$ cat src/rtl/seq_gen.sv
// Simon Says colour-sequence generator: latches a seed, expands it with a 32-bit Galois LFSR
// and replays the first round_len colours over a valid/ready handshake. Option: SEQGEN_NO_REPEAT_EN.
module seq_gen #(
   parameter int MAX_LEN = 32,
   parameter int LEN_W   = $clog2(MAX_LEN + 1)
) (
   input  logic             clk,
   input  logic             reset,
   input  logic [31:0]      seed,
   input  logic             load,
   input  logic             start,
   input  logic             extend,
   output logic [1:0]       colour,
   output logic             colour_valid,
   input  logic             colour_ready,
   output logic             last,
   output logic             done,
   output logic             busy,
   output logic [LEN_W-1:0] round_len
);

   localparam logic [31:0] SAFE_SEED = 32'hACE1_2021;
   localparam logic [31:0] TAPS      = 32'h8020_0003;

   typedef enum logic {IDLE, PLAY} state_t;

   state_t           state_q, state_d;
   logic [31:0]      base_q, base_d;
   logic [31:0]      work_q, work_d;
   logic [LEN_W-1:0] idx_q, idx_d;
   logic [LEN_W-1:0] round_len_q, round_len_d;
   logic [1:0]       colour_q, colour_d;
   logic             colour_valid_q, colour_valid_d;
   logic             done_q, done_d;
   logic             busy_q;
   logic [31:0]      base_step, work_step;

   function automatic logic [31:0] lfsr_step(input logic [31:0] s);
      logic [31:0] n;
      n = {1'b0, s[31:1]};
      if (s[0]) n = n ^ TAPS;
      return n;
   endfunction

   always_ff @(posedge clk) begin
      if (!reset) begin
         state_q        <= IDLE;
         base_q         <= SAFE_SEED;
         work_q         <= '0;
         idx_q          <= '0;
         round_len_q    <= LEN_W'(1);
         colour_q       <= '0;
         colour_valid_q <= 1'b0;
         done_q         <= 1'b0;
         busy_q         <= 1'b0;
      end else begin
         state_q        <= state_d;
         base_q         <= base_d;
         work_q         <= work_d;
         idx_q          <= idx_d;
         round_len_q    <= round_len_d;
         colour_q       <= colour_d;
         colour_valid_q <= colour_valid_d;
         done_q         <= done_d;
         busy_q         <= (state_d == PLAY);
      end
   end

   // load wins over everything; extend/start only act from IDLE, and a same-cycle extend lengthens this replay
   always_comb begin
      state_d        = state_q;
      base_d         = base_q;
      work_d         = work_q;
      idx_d          = idx_q;
      round_len_d    = round_len_q;
      colour_d       = colour_q;
      colour_valid_d = colour_valid_q;
      done_d         = 1'b0;
      base_step      = lfsr_step(base_q);
      work_step      = lfsr_step(work_q);

      if (load) begin
         base_d         = (seed == 32'd0) ? SAFE_SEED : seed;
         round_len_d    = LEN_W'(1);
         colour_valid_d = 1'b0;
         state_d        = IDLE;
      end else begin
         case (state_q)
            IDLE: begin
               if (extend && (round_len_q < LEN_W'(MAX_LEN)))
                  round_len_d = round_len_q + LEN_W'(1);
               if (start) begin
                  work_d         = base_step;
                  colour_d       = base_step[1:0];
                  idx_d          = '0;
                  colour_valid_d = 1'b1;
                  state_d        = PLAY;
               end
            end
            PLAY: begin
               if (colour_valid_q && colour_ready) begin
                  if (idx_q == round_len_q - LEN_W'(1)) begin
                     colour_valid_d = 1'b0;
                     done_d         = 1'b1;
                     state_d        = IDLE;
                  end else begin
                     work_d   = work_step;
                     colour_d = work_step[1:0];
`ifdef SEQGEN_NO_REPEAT_EN
                     if (work_step[1:0] == colour_q) colour_d = work_step[1:0] + 2'd1;
`endif
                     idx_d    = idx_q + LEN_W'(1);
                  end
               end
            end
            default: state_d = IDLE;
         endcase
      end
   end

   always_comb begin
      colour       = colour_q;
      colour_valid = colour_valid_q;
      done         = done_q;
      busy         = busy_q;
      round_len    = round_len_q;
      last         = colour_valid_q && (idx_q == round_len_q - LEN_W'(1));
   end

endmodule

$ cat config.mk
export PLATFORM = sky130hd
export DESIGN_NAME = seq_gen
export DESIGN_NICKNAME = d
export VERILOG_FILES = /design/src/rtl/seq_gen.sv
export SDC_FILE = /design/constraint.sdc
export NUM_CORES = 1
export LEC_CHECK = 0
export CAP_MARGIN = 10
export CORE_MARGIN = 4
export CORE_UTILIZATION = 55
export DETAILED_ROUTE_END_ITERATION = 12
export PLACE_DENSITY_LB_ADDON = 0.2
export SLEW_MARGIN = 20
export SYNTH_ARGS = -nofsm -noshare
export SYNTH_HDL_FRONTEND = slang
export SYNTH_SLANG_ARGS = --single-unit
$ cat constraint.sdc
create_clock -name clk -period 2.65 [get_ports clk]
set_input_delay 0.53 -clock clk [delete_from_list [all_inputs] [get_ports clk]]
set_output_delay 0.53 -clock clk [all_outputs]
set_load 0.05 [all_outputs]
==> results of run 1 <==
==> power groups by stage <==
stage	sequential (mW)	combinational, mW	clock, mW
floorplan	1.30	0.238	0
global placement	1.30	0.362	0
detailed placement	1.30	0.368	0
CTS	1.27	0.383	1.11
global route	1.28	0.415	1.16
finish	1.27	0.383	1.09
==> stage by stage <==
step	power, mW	setup TNS (ps)	setup WS, ps
2_1_floorplan	1.539	0	61.18
3_3_place_gp	1.661	0	266.4
3_5_place_dp	1.670	0	227.7
4_1_cts	2.763	-35.46	-35.46
5_1_grt	2.853	-120.8	-120.8
6_report	2.745	-30.01	-30.01
==> cells in the final DEF, fill, tap and decap left out, types with 4 or more instances in the layout <==
cell type,instances
dfxtp_1,74
nand2_1,70
mux2i_1,52
clkdlybuf4s50_1,46
mux2_2,29
nor2b_1,25
buf_4,18
o22a_1,11
xnor2_1,9
clkbuf_8,9
nor4_1,8
nor2_1,8
xor2_1,6
nand2b_1,5
o211ai_1,5
nand3_1,4
==> per-layer routing <==
metal | up-vias | track usage
li1 | 1448 | -
met1 | 1337 | 0.2620
met2 | 78 | 0.3335
met3 | 23 | 0.06000
met4 | 0 | 0.08163
met5 | - | 0
==> layout make-up <==
| type | instances | area [µm²] | share of cell area |
|---|---|---|---|
| Clock buffer | 12 | 177.7 | 0.03818 |
| Clock inverter | 4 | 72.57 | 0.01560 |
| Inverter | 4 | 15.01 | 0.003227 |
| Multi-Input combinational cell | 274 | 2024 | 0.4351 |
| Sequential cell | 79 | 1595 | 0.3428 |
| Tap cell | 77 | 96.34 | 0.02070 |
| Timing Repair Buffer | 69 | 671.9 | 0.1444 |
==> synth_stat cells, drive strengths merged, types with 3 or more instances <==
| cell | instances |
|---|---|
| nand2 | 70 |
| buf | 10 |
| nand3 | 4 |
| nand4 | 3 |
| mux2i | 52 |
| dfxtp | 79 |
| nor2b | 25 |
| mux2 | 29 |
| o22a | 11 |
| o21ai | 3 |
| clkbuf | 20 |
| nor4 | 8 |
| xnor2 | 9 |
| nor2 | 8 |
| ha | 3 |
| xor2 | 6 |
| nand2b | 5 |
| o211ai | 5 |
| inv | 4 |
==> critical path: cells and delay by family, from the launching register on <==
kind,cells,cell delay [ps]
compound gates,2,600
simple gates,2,590
flops,1,350
buf+inv,2,260
==> worst max path at each step <==
stage                     cells after the start         start    to  slack (ps)
after detailed placement                      7  round_len[0]  last         230
after global placement                        5  round_len[1]  last         270
final                                         6  round_len[2]  last         -30
after CTS                                     6  round_len[2]  last         -40
after floorplan                               7  round_len[0]  last          60
after global routing                          6  round_len[2]  last        -120
==> logic make-up after synthesis <==
| kind of cell | after synthesis | synth area share |
|---|---|---|
| adder cells (fa/ha/maj) | 3 | 0.009994 |
| AND/OR/NAND/NOR | 135 | 0.1726 |
| buffers and inverters | 34 | 0.04630 |
| flip-flops | 79 | 0.4211 |
| XOR/XNOR | 16 | 0.04131 |
| AO/OA/AOI/OAI | 39 | 0.08328 |
| multiplexers | 81 | 0.2255 |
==> registers in the layout (all words and copies together) (netlist names) <==
register	flops
busy	1
base_q	32
round_len	6
work_q	32
colour_valid	1
idx_q	6
done	1
==> repair_timing <==
item,4_1_cts,5_1_grt
pin swaps,6,0
resized for setup,7,0
setup endpoints to repair,1,1
setup buffers,6,0
==> summary.txt, run 1 <==
STA
  • Slew @ Worst Pin: 539.2 ps
  • Final hold violation count: 0
  • Rel. slew slack: 0.6394
  • Setup ws final: -30.01 ps
  • Fin Clk Skew: 11.21 ps
  • Worst hold slack: 460.7 ps
  • Maximum clock frequency: 0.3731 GHz
  • Final period utilization: 1.011
  • Final min period: 2680 ps
  • Setup violators final: 1
  • Fin. max-slew vios: 0
  • RSZ-0062 raised after global routing: yes

Logic synthesis
  • Synth cell types: 46
  • Syn_area_per_cell: 9.706 µm²
  • Mapped cell area: 0.003756 mm²
  • Synth area leader: dfxtp_1
  • Yosys warnings: 0
  • Share of the synthesized area in the top cell type: 0.4211
  • Sequential fraction of the synthesis area: 0.4211
  • Async SR Flop Fraction: 0
  • Cells after synthesis: 387
  • FF+latch count, synth: 79
  • Main flop type after synthesis: dfxtp_1
  • Number of enable flip-flop cells after synthesis: 0
  • Area contributors post-synth: dfxtp_1 42%, mux2i_1 14%, mux2_2 8.7%, nand2_1 7.0%, nor2b_1 4.2%
  • Synthesized netlist net count: 428

Hold path
  • Hold Path Stages: 2
  • Hold/Removal Path Class: reg2reg
  • Hold endpoint: work_q[28]
  • HP Start: work_q[28]

Clock network
  • CTS HTree Levels: 3
  • Root Driver: clkbuf_8
  • Clock Path Buffers: 2
  • Clock slew at reported path FFs: 90 ps
  • CTS buffer count: 9
  • CTS Hold Bufs: 0
  • CTS sink cnt: 79
  • Clk Latency, worst-skew pair: 350 ps
  • CTS tree: yes

Detailed routing
  • Max layer used: met4
  • Via count: 2886
  • WL met2: 3.690 mm
  • Drt pass-1 iters: 4
  • Remaining DRCs: 0
  • M1 WL: 3.926 mm
  • Initial drt markers: 104
  • DRT Wirelength: 8.168 mm
  • Met3 WL post-DR: 328 µm
  • Via-per-instance ratio: 5.561
  • Avg WL per Cell: 15.74 µm
  • DRT antenna net count: 0

Critical path
  • Crit path required time: 2120 ps
  • Crit end category: output port
  • Slowest cell on the critical path: or3_4
  • Reg2reg path depth: 8
  • Worst path max stage delay: 390 ps
  • Reg2reg start: round_len[2]
  • Data arrival, critical path: 2150 ps
  • Worst Path Max Fanout: 2
  • Kind of critical path: reg2out
  • Reg2Reg Setup Slack: 250 ps
  • Worst setup SP type: flop
  • Worst r2r dst: work_q[20]
  • Crit-path cells: or3_4 -> buf_6 -> a2111o_1 -> a311oi_2 -> and2_4 -> buf_12

Pwr
  • Leak: 1.903 nW
  • Power share of the clock group: 0.396
  • Sequential power share: 0.464
  • P_int: 2.086 mW
  • Peak VDD IR: 0.3724 mV
  • Combinational share of power: 0.139
  • Sw Share: 0.2401
  • P_sw: 0.6590 mW
  • Power Density: 589.9 mW/mm²

Place
  • Placed cell area: 0.004333 mm²
  • Placed cells: 497
  • Routability Congestion: 0.8723
  • IO buf count: 49
  • Hpwl dp: 5.478 mm

Floorplan
  • CORE AREA: 0.006495 mm²
  • Die X: 90.64 µm
  • Die height: 90.64 µm
  • Ports: 50
  • Die area: 0.008216 mm²
  • # rows: 29
  • Initial Utilization: 0.5783

Finish
  • Final Cell Area: 0.004653 mm²
  • Fin cells: 519
  • Core Util, Final: 0.7164
  • Synthesis-to-finish area growth: 23.88%
  • Layout cells sized above 1: 0.1878
  • Fillers: 487
  • N_diodes: 0
  • Fin nets: 478

Flow run
  • Max-cap viol count: 0

GRT
  • Vias in the first global route: 2879
  • Global-route usage over all layers: 0.2078
  • Gr ovfl total: 0
  • Largest net degree at the start of global routing: 40
  • Initial antenna violation count: 0
  • First-pass GRT wire length: 13.88 mm

Outcome
  • Outcome: complete, but fails checks
  • Failing checks: negative setup slack
No activity file was read; power rests on OpenSTA's default activity.
==> inputs of run 2 (changes only) <==
- CORE_ASPECT_RATIO: unset -> 0.6
==> run 2 against run 1 <==
Net effect: the flow still finishes with violations (negative setup slack); worst setup slack got worse by 1.4 ps; power rose by 2.9%; clock skew fell by 4.7 ps; non-clock buffer count fell by 4; critical path type unchanged; largest power group unchanged.
==> summary.txt, run 2 (synthesized netlist as in run 1, its figures left out) <==
Floorplan
  • Initial Utilization: 0.5650 (-0.01328)
  • Ports: 50 (unchanged)
  • Die height: 72.01 µm (-21%)
  • Die area: 0.008258 mm² (+0.52%)
  • # rows: 23 (-21%)
  • Die X: 114.7 µm (+27%)
  • CORE AREA: 0.006648 mm² (+2.4%)

Clock network
  • CTS HTree Levels: 3 (unchanged)
  • Clock slew at reported path FFs: 60 ps (-30 ps)
  • CTS Hold Bufs: 0 (unchanged)
  • CTS buffer count: 9 (unchanged)
  • CTS tree: yes
  • CTS sink cnt: 79 (unchanged)
  • Root Driver: clkbuf_16
  • Clock Path Buffers: 2 (unchanged)
  • Clk Latency, worst-skew pair: 340 ps (about the same)

Detailed routing
  • Via count: 2915 (+1.0%)
  • DRT antenna net count: 0 (unchanged)
  • Avg WL per Cell: 16.44 µm (+4.4%)
  • DRT Wirelength: 8.630 mm (+5.7%)
  • Initial drt markers: 227 (+120%)
  • Drt pass-1 iters: 4 (unchanged)
  • Remaining DRCs: 0 (unchanged)
  • Via-per-instance ratio: 5.552 (-0.15%)

Hold path
  • Hold Path Stages: 2 (unchanged)
  • Hold/Removal Path Class: reg2reg

Critical path
  • Worst path max stage delay: 430 ps (+40 ps)
  • Worst path buffer plus inverter count: 2 (unchanged)
  • Reg2reg start: round_len[0]
  • Worst path top cell family by delay: compound AO/OA/AOI/OAI gates
  • Kind of critical path: reg2out
  • Crit end category: output port
  • Worst Path Max Fanout: 4 (+2)
  • Slowest cell on the critical path: a2111o_1
  • Worst setup path startpoint: round_len[0]
  • Crit-path cells: inv_4 -> ha_4 -> xnor2_1 -> a2111o_1 -> a311oi_4 -> and2_4 -> buf_12
  • Worst setup SP type: flop
  • Reg2Reg Setup Slack: 270 ps (+20 ps)
  • WP depth: 7 (+1)
  • Setup crit end: last
  • Crit path required time: 2120 ps (about the same)
  • Reg2reg path depth: 9 (+1)
  • Data arrival, critical path: 2150 ps (about the same)
  • Worst r2r dst: work_q[23]

STA
  • Maximum clock frequency: 0.3729 GHz (about the same)
  • Setup ws final: -31.44 ps (-1.432 ps)
  • RSZ-0062 raised after global routing: yes
  • Rel. slew slack: 0.6253 (-0.01418)
  • Final hold violation count: 0 (unchanged)
  • Final period utilization: 1.012 (about the same)
  • Final min period: 2681 ps (+1.432 ps)
  • Fin. max-slew vios: 0 (unchanged)
  • Slew @ Worst Pin: 562.1 ps (+22.95 ps)
  • Fin Clk Skew: 6.490 ps (-4.718 ps)
  • Setup violators final: 1 (unchanged)

GRT
  • Vias in the first global route: 2899 (+0.69%)
  • Largest net degree at the start of global routing: 62 (+55%)
  • Gr ovfl total: 0 (unchanged)
  • Global-route usage over all layers: 0.2236 (+0.01581)
  • Initial antenna violation count: 0 (unchanged)
  • First-pass GRT wire length: 14.46 mm (+4.2%)

Flow run
  • Max-cap viol count: 0 (unchanged)

Pwr
  • Peak VDD IR: 0.4260 mV (+14%)
  • Leak: 1.907 nW (+0.21%)
  • Power Density: 604.9 mW/mm² (+2.6%)

Outcome
  • Outcome: complete, but fails checks
  • Failing checks: negative setup slack

Finish
  • Fin cells: 525 (+1.2%)
  • Synthesis-to-finish area growth: 24.35%
  • N_diodes: 0 (unchanged)
  • Core Util, Final: 0.7026 (-0.01382)
  • Layout cells sized above 1: 0.1849 (-0.002851)
  • Largest registers: base_q: 32 flops, work_q: 32 flops
  • Fin nets: 474 (-0.84%)
  • Most common cell after layout, fill and taps aside: dfxtp_1
  • Fillers: 501 (+2.9%)
  • Most frequent cells in the layout: 73 x dfxtp_1, 70 x nand2_1, 52 x mux2i_1

Place
  • Placed cells: 503 (+1.2%)
  • Hpwl dp: 5.750 mm (+5.0%)
  • Routability Congestion: 0.8068 (-7.5%)
  • IO buf count: 49 (unchanged)
-- run 2: worst min-delay path by stage --
stage | endpoint | start
floorplan | work_q[10] | work_q[10]
global placement | work_q[17] | work_q[17]
detailed placement | work_q[10] | work_q[10]
CTS | work_q[18] | work_q[18]
global route | work_q[10] | work_q[10]
finish | work_q[26] | work_q[26]
-- run 2: cell type report --
| class | count | area (µm²) | share of cell area |
|---|---|---|---|
| Inverter | 4 | 20.02 | 0.004286 |
| Clock buffer | 10 | 250.2 | 0.05358 |
| Tap cell | 87 | 108.9 | 0.02331 |
| Timing Repair Buffer | 65 | 625.6 | 0.1339 |
| Sequential cell | 79 | 1597 | 0.3418 |
| Multi-Input combinational cell | 274 | 2036 | 0.4358 |
| Clock inverter | 6 | 33.78 | 0.007233 |
-- run 2: where the power goes --
group          leakage, nW  total, mW  switching [mW]  internal [mW]
Sequential           0.649       1.28          0.0388           1.24
Combinational         1.11      0.380           0.181          0.200
Clock                0.147       1.17           0.481          0.684
Total                 1.91       2.83           0.701           2.12
-- run 2: stage by stage --
| step | area (µm²) | hold slack [ps] | TNS [ps] | power [mW] | setup WS, ps |
|---|---|---|---|---|---|
| 4_1_cts | 4657 | 462.0 | -55.79 | 2.841 | -55.79 |
| 3_5_place_dp | 4304 | 450.9 | 0 | 1.665 | 190.2 |
| 6_report | 4671 | 459.2 | -31.44 | 2.825 | -31.44 |
| 2_1_floorplan | 3772 | 434.6 | 0 | 1.539 | 61.18 |
| 5_1_grt | 4671 | 477.2 | -95.54 | 2.938 | -95.54 |
| 3_3_place_gp | 4304 | 440.6 | 0 | 1.656 | 235.1 |
-- run 2: metal layers --
layer | vias to the layer above | share of wire | track usage | wire, µm
li1 | 1441 | - | - | -
met1 | 1386 | 0.49 | 0.3158 | 4248
met2 | 80 | 0.43 | 0.3359 | 3693
met3 | 8 | 0.071 | 0.05917 | 615
met4 | 0 | 0.0083 | 0.06851 | 72
met5 | - | 0 | 0 | 0
-- run 2: worst register-to-register path, stage by stage, from the launching register on --
cell	delay [ps]
dfxtp_4	370
inv_4	50
ha_4	230
xnor2_1	120
a2111o_1	430
a311oi_4	300
buf_4	160
a21o_1	150
buf_12	260
mux2i_1	250
-- run 2: what timing repair did --
item / 4_1_cts / 5_1_grt
gates cloned: 0 / 0
endpoints found under the setup margin: 1 / 1
pin swaps: 6 / 2
buffers inserted: 6 / 0
gates resized for setup: 7 / 2
==> inputs of run 3 (changes only) <==
- MAX_ROUTING_LAYER: unset -> met4
- PLACE_DENSITY: unset -> 0.8
- PLACE_DENSITY_LB_ADDON: 0.2 -> unset
==> run 3 against run 2 <==
Net effect: the run still ends with negative setup slack left; maximum frequency decreased by 1.6%; first-iteration DRC count increased by 5.7%; sequential share of layout area decreased by 0.40 points; combinational power increased by 2%; final cell count decreased by 0.19%; worst setup slack got worse by 45 ps; sequential power about the same; clock skew decreased by 1.5 ps; critical path depth unchanged; via count increased by 1.2%; core utilization increased by 0.83 points; count of clock-buffer cells in the layout increased by 2; largest power group is now the clock network.
==> summary.txt, run 3 (synthesized netlist as in run 1, its figures left out) <==
Outcome
  • Outcome: complete, but fails checks
  • Failing checks: negative setup slack

Critical path
  • Reg2Reg Setup Slack: 130 ps (-140 ps)
  • Crit path required time: 2120 ps (about the same)
  • Worst path max stage delay: 420 ps (about the same)
  • Worst setup path startpoint: round_len[0]
  • Worst Path Max Fanout: 4 (unchanged)
  • Crit-path cells: inv_2 -> ha_4 -> xnor2_1 -> a2111o_1 -> a311oi_4 -> and2_4 -> buf_12
  • Reg2reg path depth: 9 (unchanged)
  • Worst path top cell family by delay: compound AO/OA/AOI/OAI gates
  • Slowest cell on the critical path: a2111o_1
  • Worst setup SP type: flop
  • Worst path buffer plus inverter count: 2 (unchanged)
  • Worst r2r dst: work_q[6]
  • Kind of critical path: reg2out
  • WP depth: 7 (unchanged)
  • Data arrival, critical path: 2200 ps (+50 ps)
  • Setup crit end: last
  • Crit end category: output port
  • Reg2reg start: round_len[0]

STA
  • Final period utilization: 1.029 (+0.01685)
  • Maximum clock frequency: 0.3668 GHz (-1.6%)
  • Slew @ Worst Pin: 519.1 ps (-43.00 ps)
  • Final hold violation count: 0 (unchanged)
  • Fin. max-slew vios: 0 (unchanged)
  • Fin Clk Skew: 4.958 ps (-1.532 ps)
  • Setup ws final: -76.10 ps (-44.66 ps)
  • Setup violators final: 1 (unchanged)
  • RSZ-0062 raised after global routing: yes
  • Final min period: 2726 ps (+44.66 ps)
  • Rel. slew slack: 0.6528 (+0.02758)

Clock network
  • CTS buffer count: 9 (unchanged)
  • Clock Path Buffers: 2 (unchanged)
  • CTS tree: yes
  • CTS HTree Levels: 3 (unchanged)
  • CTS sink cnt: 79 (unchanged)
  • Clk Latency, worst-skew pair: 340 ps (about the same)
  • Clock slew at reported path FFs: 60 ps (about the same)
  • Root Driver: clkbuf_16

Place
  • Placed cells: 506 (+0.60%)
  • Routability Congestion: 0.7916 (-1.9%)
  • Hpwl dp: 5.797 mm (+0.81%)
  • IO buf count: 49 (unchanged)

Finish
  • Layout cells sized above 1: 0.1831 (-0.001865)
  • Largest registers: base_q: 32 flops, work_q: 32 flops
  • Fin nets: 473 (-0.21%)
  • Register area: 0.001597 mm² (unchanged)
  • Area used by multi-input combinational logic: 0.002036 mm² (unchanged)
  • Synthesis-to-finish area growth: 25.82%
  • Fin cells: 524 (-0.19%)
  • Most frequent cells in the layout: 73 x dfxtp_1, 70 x nand2_1, 52 x mux2i_1
  • Fillers: 517 (+3.2%)
  • Most common cell after layout, fill and taps aside: dfxtp_1
  • N_diodes: 0 (unchanged)
  • Core Util, Final: 0.7109 (+0.008282)

Detailed routing
  • Avg WL per Cell: 16.50 µm (+0.38%)
  • DRT Wirelength: 8.646 mm (+0.19%)
  • Drt pass-1 iters: 4 (unchanged)
  • Initial drt markers: 240 (+5.7%)
  • DRT antenna net count: 0 (unchanged)
  • Remaining DRCs: 0 (unchanged)
  • Via-per-instance ratio: 5.632 (+1.4%)
  • Via count: 2951 (+1.2%)

Hold path
  • Hold/Removal Path Class: reg2reg

Floorplan
  • Die height: 72.01 µm (unchanged)
  • Die X: 114.7 µm (unchanged)
  • Ports: 50 (unchanged)
  • # rows: 23 (unchanged)
  • CORE AREA: 0.006648 mm² (unchanged)
  • Die area: 0.008258 mm² (unchanged)
  • Initial Utilization: 0.5650 (unchanged)

Pwr
  • Combinational share of power: 0.126 (-0.009)
  • Sequential power share: 0.415 (-0.038)
  • P_int: 2.376 mW (+12%)
  • Power Density: 650.7 mW/mm² (+7.6%)
  • Leak: 1.926 nW (+1.0%)
  • Sw Share: 0.2273 (-0.02078)
  • Power share of the clock group: 0.458 (+0.046)
  • P_sw: 0.6988 mW (-0.29%)
  • Peak VDD IR: 0.4510 mV (+5.9%)

GRT
  • Gr ovfl total: 0 (unchanged)
  • Largest net degree at the start of global routing: 51 (-18%)
  • Initial antenna violation count: 0 (unchanged)
  • First-pass GRT wire length: 14.29 mm (-1.1%)
  • Vias in the first global route: 2925 (+0.90%)
  • Global-route usage over all layers: 0.2291 (+0.005484)

Flow run
  • Max-cap viol count: 0 (unchanged)
[run 3: cell types whose count changed in the layout (fill, tap and decap cells not counted), sizes merged]
| cell | delta |
|---|---|
| clkinv | -4 |
| bufinv | +2 |
| clkbuf | +2 |
| buf | -1 |
[run 3: cell type report]
cell class,instances,share of cell area
multi-input cells,274,0.4308
flip-flops and latches,79,0.3378
repair buffers,64,0.1308
clock buffers,12,0.05878
well taps,87,0.02303
clock inverters,4,0.01562
inverters,4,0.003177
[run 3: how the worst min path moves through the flow]
stage | depth (start not counted) | to | start
after floorplan | 2 | work_q[10] | work_q[10]
after global placement | 2 | work_q[5] | work_q[5]
after detailed placement | 2 | work_q[25] | work_q[25]
after CTS | 2 | work_q[25] | work_q[25]
after global routing | 2 | work_q[25] | work_q[25]
final | 2 | work_q[25] | work_q[25]
[run 3: worst min-delay path, cell delays in order (launching register included)]
cell and delay, ps:
dfxtp_1 300, nand2_1 50, mux2i_1 50
[run 3: layer usage]
layer,global-route usage,wire [µm],share of wire,vias to the layer above
li1,-,-,-,1441
met1,0.3061,4155,0.48,1407
met2,0.3366,3745,0.43,92
met3,0.06917,628,0.073,11
met4,0.06719,116,0.013,0
met5,-,0,0,-
[run 3: power by group through the flow]
stage | Combinational [mW] | Sequential [mW] | Clock, mW
2_1_floorplan | 0.238 | 1.30 | 0
3_3_place_gp | 0.361 | 1.30 | 0
3_5_place_dp | 0.368 | 1.30 | 0
4_1_cts | 0.388 | 1.28 | 1.44
5_1_grt | 0.420 | 1.28 | 1.48
6_report | 0.388 | 1.28 | 1.41
[run 3: what timing repair did]
item                                    4_1_cts  5_1_grt
endpoints found under the setup margin        4        5
hold buffers                                  0        0
pin swaps                                     5        2
buffers inserted                              2        0
gates cloned                                  0        0
resized for setup                             6        0
hold endpoints to repair                      0        0
[run 3: per-stage QoR]
step,worst slack (ps),total power [mW],instance area (µm²),setup TNS [ps],hold WS (ps)
after floorplan,61.18,1.539,3772,0,434.6
after global placement,149.9,1.660,4327,0,441.0
after detailed placement,106.8,1.669,4327,0,450.2
after CTS,-120.0,3.101,4726,-120.0,458.2
after global routing,-151.3,3.187,4726,-151.3,476.6
final,-76.10,3.075,4726,-76.10,456.5
